===== config.mk =====
export PLATFORM = sky130hd
export DESIGN_NAME = irrigation_pump_arbiter_flat
export DESIGN_NICKNAME = d
export VERILOG_FILES = /design/src/rtl/irrigation_pkg.sv /design/src/rtl/irrigation_pump_arbiter_if.sv /design/src/rtl/zone_rr_picker.sv /design/src/rtl/irrigation_pump_arbiter.sv /design/src/flat_wrapper.sv
export SDC_FILE = /design/constraint.sdc
export NUM_CORES = 1
export LEC_CHECK = 0
export ABC_CLOCK_PERIOD_IN_PS = 2600
export BUFFER_PORTS_ARGS = -buffer_cell sky130_fd_sc_hd__buf_2
export CAP_MARGIN = 20
export CORE_MARGIN = 2
export CORE_UTILIZATION = 54
export CTS_BUF_LIST = sky130_fd_sc_hd__clkbuf_16
export CTS_CLUSTER_DIAMETER = 60
export DETAILED_ROUTE_END_ITERATION = 10
export PLACE_DENSITY = 0.77
export SYNTH_ARGS = -nofsm -noshare
export SYNTH_HDL_FRONTEND = slang
export SYNTH_SLANG_ARGS = --single-unit

===== constraint.sdc =====
create_clock -name clk -period 2.6 [get_ports clk]
set_input_delay 0.13 -clock clk [delete_from_list [all_inputs] [get_ports clk]]
set_output_delay 0.13 -clock clk [all_outputs]
set_load 0.01 [all_outputs]

===== src/rtl/irrigation_pkg.sv =====
// Shared types and defaults for the irrigation pump arbiter.
package irrigation_pkg;

    typedef enum logic [1:0] {
        IDLE     = 2'd0,
        RUN      = 2'd1,
        COOLDOWN = 2'd2
    } state_e;

    localparam int DEFAULT_NUM_ZONES = 4;
    localparam int DEFAULT_MIN_ON    = 5;
    localparam int DEFAULT_MIN_OFF   = 3;
    localparam int DEFAULT_MAX_RUN   = 30;

    // Tick counters must be able to hold MAX_RUN itself.
    function automatic int tick_cnt_width(input int max_run);
        return $clog2(max_run + 1);
    endfunction

endpackage


===== src/rtl/irrigation_pump_arbiter_if.sv =====
// Zone request / pump grant bundle between the zone valve logic and the arbiter.
interface irrigation_pump_arbiter_if
    import irrigation_pkg::*;
#(
    parameter int NUM_ZONES = DEFAULT_NUM_ZONES
) ();

    logic                         tick_1hz;
    logic [NUM_ZONES-1:0]         zone_req;
    logic                         rain;
    logic [NUM_ZONES-1:0]         timeout_clr;
    logic                         pump_on;
    logic [NUM_ZONES-1:0]         zone_grant;
    logic [$clog2(NUM_ZONES)-1:0] grant_id;
    logic                         busy;
    logic [NUM_ZONES-1:0]         timeout_lock;

    modport master (
        output tick_1hz, zone_req, rain, timeout_clr,
        input  pump_on, zone_grant, grant_id, busy, timeout_lock
    );

    modport slave (
        input  tick_1hz, zone_req, rain, timeout_clr,
        output pump_on, zone_grant, grant_id, busy, timeout_lock
    );

endinterface


===== src/rtl/zone_rr_picker.sv =====
// Combinational round-robin search: first eligible zone above ptr, with wrap.
module zone_rr_picker
    import irrigation_pkg::*;
#(
    parameter int NUM_ZONES = DEFAULT_NUM_ZONES,
    parameter int ID_W      = $clog2(NUM_ZONES)
) (
    input  logic [NUM_ZONES-1:0] eligible,
    input  logic [ID_W-1:0]      ptr,
    output logic                 found,
    output logic [ID_W-1:0]      idx
);

    // hit[gi] refers to the zone at distance gi+1 from ptr.
    logic [NUM_ZONES-1:0] hit;
    logic [ID_W-1:0]      cand [NUM_ZONES];

    for (genvar gi = 0; gi < NUM_ZONES; gi++) begin : g_cand
        localparam int OFF = gi + 1;
        assign cand[gi] = (int'(ptr) + OFF >= NUM_ZONES) ? ID_W'(int'(ptr) + OFF - NUM_ZONES)
                                                          : ID_W'(int'(ptr) + OFF);
        assign hit[gi]  = eligible[cand[gi]];
    end

    always_comb begin
        found = |hit;
        idx   = '0;
        for (int k = NUM_ZONES - 1; k >= 0; k--) begin
            if (hit[k]) begin
                idx = cand[k];
            end
        end
    end

endmodule


===== src/rtl/irrigation_pump_arbiter.sv =====
// Round-robin pump arbiter with min on/off anti-short-cycle, max-run lockout and rain abort.
module irrigation_pump_arbiter
    import irrigation_pkg::*;
#(
    parameter int NUM_ZONES = DEFAULT_NUM_ZONES,
    parameter int MIN_ON    = DEFAULT_MIN_ON,
    parameter int MIN_OFF   = DEFAULT_MIN_OFF,
    parameter int MAX_RUN   = DEFAULT_MAX_RUN
) (
    input logic                      clk,
    input logic                      rst,
    irrigation_pump_arbiter_if.slave bus
);

    localparam int ID_W  = $clog2(NUM_ZONES);
    localparam int CNT_W = tick_cnt_width(MAX_RUN);
    localparam logic [CNT_W-1:0] MIN_ON_C  = CNT_W'(MIN_ON);
    localparam logic [CNT_W-1:0] MIN_OFF_C = CNT_W'(MIN_OFF);
    localparam logic [CNT_W-1:0] MAX_RUN_C = CNT_W'(MAX_RUN);
    localparam logic [CNT_W-1:0] CNT_MAX   = '1;

    state_e               state_q, state_d;
    logic [ID_W-1:0]      ptr_q, ptr_d;
    logic [ID_W-1:0]      grant_id_q, grant_id_d;
    logic [CNT_W-1:0]     run_cnt_q, run_cnt_d;
    logic [CNT_W-1:0]     off_cnt_q, off_cnt_d;
    logic [NUM_ZONES-1:0] lock_q, lock_d;
    logic [NUM_ZONES-1:0] lock_set;
    logic [NUM_ZONES-1:0] eligible;
    logic                 pick_found;
    logic [ID_W-1:0]      pick_idx;
    logic [CNT_W-1:0]     run_cnt_inc, off_cnt_inc;
    logic                 max_hit;

    assign eligible = bus.zone_req & ~lock_q;

    zone_rr_picker #(
        .NUM_ZONES (NUM_ZONES),
        .ID_W      (ID_W)
    ) u_picker (
        .eligible (eligible),
        .ptr      (ptr_q),
        .found    (pick_found),
        .idx      (pick_idx)
    );

    // Tick-advanced counts, so a tick landing on a threshold acts at this edge.
    assign run_cnt_inc = (bus.tick_1hz && run_cnt_q != CNT_MAX) ? run_cnt_q + CNT_W'(1) : run_cnt_q;
    assign off_cnt_inc = (bus.tick_1hz && off_cnt_q != CNT_MAX) ? off_cnt_q + CNT_W'(1) : off_cnt_q;
    assign max_hit     = (run_cnt_inc >= MAX_RUN_C);

    always_comb begin
        state_d    = state_q;
        ptr_d      = ptr_q;
        grant_id_d = grant_id_q;
        run_cnt_d  = run_cnt_q;
        off_cnt_d  = off_cnt_q;
        lock_set   = '0;
        case (state_q)
            IDLE: begin
                if (!bus.rain && pick_found) begin
                    state_d    = RUN;
                    grant_id_d = pick_idx;
                    ptr_d      = pick_idx;
                    run_cnt_d  = '0;
                end
            end
            RUN: begin
                run_cnt_d = run_cnt_inc;
                if (max_hit) begin
                    lock_set[grant_id_q] = 1'b1;
                end
                if (bus.rain || max_hit ||
                    (!bus.zone_req[grant_id_q] && run_cnt_inc >= MIN_ON_C)) begin
                    state_d   = COOLDOWN;
                    off_cnt_d = '0;
                end
            end
            COOLDOWN: begin
                off_cnt_d = off_cnt_inc;
                if (off_cnt_inc >= MIN_OFF_C) begin
                    state_d = IDLE;
                end
            end
            default: state_d = IDLE;
        endcase
        // A lock being set wins over a clear pulse for the same zone.
        lock_d = (lock_q & ~bus.timeout_clr) | lock_set;
    end

    always_ff @(posedge clk or posedge rst) begin
        if (rst) begin
            state_q    <= IDLE;
            ptr_q      <= ID_W'(NUM_ZONES - 1);
            grant_id_q <= '0;
            run_cnt_q  <= '0;
            off_cnt_q  <= '0;
            lock_q     <= '0;
        end else begin
            state_q    <= state_d;
            ptr_q      <= ptr_d;
            grant_id_q <= grant_id_d;
            run_cnt_q  <= run_cnt_d;
            off_cnt_q  <= off_cnt_d;
            lock_q     <= lock_d;
        end
    end

    assign bus.pump_on      = (state_q == RUN);
    assign bus.busy         = (state_q != IDLE);
    assign bus.grant_id     = grant_id_q;
    assign bus.timeout_lock = lock_q;

    for (genvar gi = 0; gi < NUM_ZONES; gi++) begin : g_grant
        assign bus.zone_grant[gi] = (state_q == RUN) && (grant_id_q == ID_W'(gi));
    end

endmodule

===== src/flat_wrapper.sv =====
// flat-port wrapper written by rule: the top's interface ports become plain ports
module irrigation_pump_arbiter_flat import irrigation_pkg::*;
#(
    parameter int NUM_ZONES = DEFAULT_NUM_ZONES,
    parameter int MIN_ON    = DEFAULT_MIN_ON,
    parameter int MIN_OFF   = DEFAULT_MIN_OFF,
    parameter int MAX_RUN   = DEFAULT_MAX_RUN
)
  (clk, rst, bus_tick_1hz, bus_zone_req, bus_rain, bus_timeout_clr, bus_pump_on, bus_zone_grant, bus_grant_id, bus_busy, bus_timeout_lock);
  irrigation_pump_arbiter_if #(.NUM_ZONES(NUM_ZONES)) bus_i ();
  input logic clk;
  input logic rst;
  input wire logic [$bits(bus_i.tick_1hz)-1:0] bus_tick_1hz;
  input wire logic [$bits(bus_i.zone_req)-1:0] bus_zone_req;
  input wire logic [$bits(bus_i.rain)-1:0] bus_rain;
  input wire logic [$bits(bus_i.timeout_clr)-1:0] bus_timeout_clr;
  output wire logic [$bits(bus_i.pump_on)-1:0] bus_pump_on;
  output wire logic [$bits(bus_i.zone_grant)-1:0] bus_zone_grant;
  output wire logic [$bits(bus_i.grant_id)-1:0] bus_grant_id;
  output wire logic [$bits(bus_i.busy)-1:0] bus_busy;
  output wire logic [$bits(bus_i.timeout_lock)-1:0] bus_timeout_lock;
  assign bus_i.tick_1hz = bus_tick_1hz;
  assign bus_i.zone_req = bus_zone_req;
  assign bus_i.rain = bus_rain;
  assign bus_i.timeout_clr = bus_timeout_clr;
  assign bus_pump_on = bus_i.pump_on;
  assign bus_zone_grant = bus_i.zone_grant;
  assign bus_grant_id = bus_i.grant_id;
  assign bus_busy = bus_i.busy;
  assign bus_timeout_lock = bus_i.timeout_lock;
  irrigation_pump_arbiter #(.NUM_ZONES(NUM_ZONES), .MIN_ON(MIN_ON), .MIN_OFF(MIN_OFF), .MAX_RUN(MAX_RUN)) u_core (.clk(clk), .rst(rst), .bus(bus_i));
endmodule

==> results.txt <==
Detailed-placement wirelength estimate - 2250 um
Slew at the pin closest to its max-slew limit - 740 ps
Antenna Cells - 0
Data arrival time at the worst-slack endpoint - 2610 ps
Class of the most critical setup path - reg2reg
Endpoint kind of the worst setup timing path - register
Number of global-route vias before repair - 1164
Met1 Resource Use GR - 32.8%
Number of buffers inserted to repair setup after CTS - 0
Highest clock frequency the design can meet - 401 MHz
Flip-flop cell with the highest count after synthesis - dfrtp_1
Number of max-slew violations in the final report - 0
Pleak - 0.713 nW
CTS H-Tree Depth - 1
Pin count of the biggest net entering global routing - 21
Highest-count cells in the layout ignoring fill and taps - 23 x buf_2, 17 x dfrtp_1, 12 x o21ai_0, 11 x nor2_1, 11 x nand2_1
Post-Syn Nets - 163
Cells after Synth - 147
Crit path launch type - register
EDFF count, synth - 0
Clock latency on the worst-skew pair - 250 ps
RR Startpoint - u_core.run_cnt_q[0]
Antenna-violating nets left - 0
Number of I/O pins - 24
Worst hold path class - in2async
Post-Layout Cell Count - 198
CTS tree - done
Cell at the root of the clock tree - clkbuf_16
Antenna violations before repair - 0
Result of the run - completed
Number of filler cells placed in the layout - 201
Required time at the worst-slack endpoint - 2720 ps
Skew final - 1.01 ps
Post-detailed-route wirelength per cell - 15.2 um
Setup TNS - 0 ps
Vias after detailed routing - 1245
Total gr overflow - 0
Clock edge transition at the registers on the reported setup and hold paths - 50 ps
Sinks on the clock net - 20
Cell area after synthesis - 1310 um^2
Hold-fix buffer count after cts - 0
Power density cells - 918 nW/um^2
Mapped Avg Cell Area - 8.89 um^2
Routability congestion estimate from global placement - 0.764
Initial Util - 57.9%
Hold Vio Cnt, Final - 0
Die height - 53.2 um
Seq. cell area - 504 um^2
Drt drc - 0
Row count - 17
Layout-stage area growth over the synthesis result - 18.4%
Met2 capacity usage during global routing - 41.5%
Synth cell types - 42
Max-Slew Margin vs Limit - 50.6%
Highest-utilization routing layer at the global route stage - met2
First-pass DRT Iterations - 4
Worst IR drop on VDD - 0.595 mV
Share of layout cells above drive strength 1 - 24.7%
Path depth of the worst reg2reg path - 8
Die extent in x - 53.2 um
Area of the placeable core - 2250 um^2
Share of synthesized area occupied by flip-flops and latches - 38.5%
DRT Wirelength - 3020 um
Most common library cell in the layout ignoring fill and taps - buf_2
Post-layout minimum cycle time - 2490 ps
Unrepaired setup endpoints after global routing - no
Max Cap Violations - 0
Syn. warnings - 0
Total global routing track utilization - 24.8%
Share of async-settable or async-resettable flops after synthesis - 100%
Final setup violating endpoints - 0
Worst-path fanout max - 7
Global-route wire length before repair - 5040 um
Iteration-0 DRC count of the detailed router - 22
Count of state elements after synthesis - 20
Count of input and output buffers - 23
Die Outline Area - 2830 um^2
CTS buffer count - 3
Period Utilization, post-route - 95.8%
Post-DR vias/cell - 6.29
Met3 layer usage reported by global route - 2.82%
Multi-input gate area - 772 um^2
Maximum clock insertion buffer count - 2
Inst Count DP - 194
Critical path startpoint - u_core.run_cnt_q[0]
Net count, final - 187
what timing repair did:
| item | in CTS | in global routing |
|---|---|---|
| gates resized for setup | 0 | 4 |
| endpoints found under the hold margin | 0 | 0 |
| setup endpoints to repair | 0 | 9 |
logic make-up after synthesis:
| logic type | count (synthesis) | synth area share [%] |
|---|---|---|
| simple gates | 62 | 25.0 |
| fa+ha+maj | 4 | 3.83 |
| flops | 20 | 38.5 |
| xor+xnor | 3 | 2.01 |
| compound gates | 40 | 22.6 |
| mux | 4 | 4.02 |
| buf+inv | 14 | 4.02 |
state kept, by name, summed over array words and instances (netlist names):
name                     cells
u_core.bus.grant_id          2
u_core.state_q               2
u_core.bus.timeout_lock      4
u_core.off_cnt_q             5
u_core.run_cnt_q             5
u_core.ptr_q                 2
critical path, stage by stage, from the launching register on:
cell and delay [ps]:
dfrtp_2 440, ha_1 220, and3_1 180, ha_1 190
nand2b_2 230, or3_1 380, a221o_2 460, a21oi_4 190
nor3_1 80
per-stage QoR:
stage	setup WS [ps]	area (um^2)	hold slack [ps]	total power [mW]	util [%]
finish	109	1550	0.0462	1.42	68.6
global route	13.2	1550	69.8	1.53	68.6
CTS	46.9	1520	24.6	1.41	67.6
detailed placement	53.9	1450	288	1.09	64.1
global placement	143	1450	279	1.06	64.1
floorplan	227	1310	92.3	0.928	-
report_power, final:
group	internal, mW	switching (mW)	total (mW)	leakage [nW]
Sequential	0.415	0.161	0.576	0.259
Clock	0.205	0.110	0.315	0.0385
Combinational	0.227	0.301	0.528	0.416
per-layer routing:
layer | vias up | part of all wire, % | wire length (um)
met2 | 37 | 49 | 1480
li1 | 596 | - | -
met3 | 6 | 4.5 | 135
met5 | - | 0 | 0
met4 | 0 | 1.4 | 43
met1 | 606 | 45 | 1360
synthesized netlist by cell type, drive strengths merged (4+ instances only):
cell type  count  area [um^2]
nor2          11         41.3
a21oi          4         31.3
nand2         11         41.3
nand2b         8         52.6
clkbuf         5         18.8
dfrtp         18          450
nand3          9         45.0
nor3           6         30.0
o21ai         12         60.1
a221o          4         42.5
inv            9         33.8
ha             4         50.1
path summary, 6_finish.rpt:
path,end,slack [ps]
max,u_core.off_cnt_q[4],110
min,u_core.state_q[0],0.05
max reg2reg,u_core.off_cnt_q[4],110
min reg2reg,u_core.ptr_q[1],520
max in group asynchronous,u_core.run_cnt_q[0],2090
min in group clk,u_core.bus.timeout_lock[2],60
layout make-up:
cell class | count | area share [%]
repair buffers | 24 | 7.93
clock inverters | 1 | 0.243
flip-flops and latches | 20 | 32.6
well taps | 28 | 2.27
clock buffers | 3 | 4.85
multi-input cells | 113 | 49.9
inverters | 9 | 2.18
Note: power is estimated with default switching activity, not from simulation.
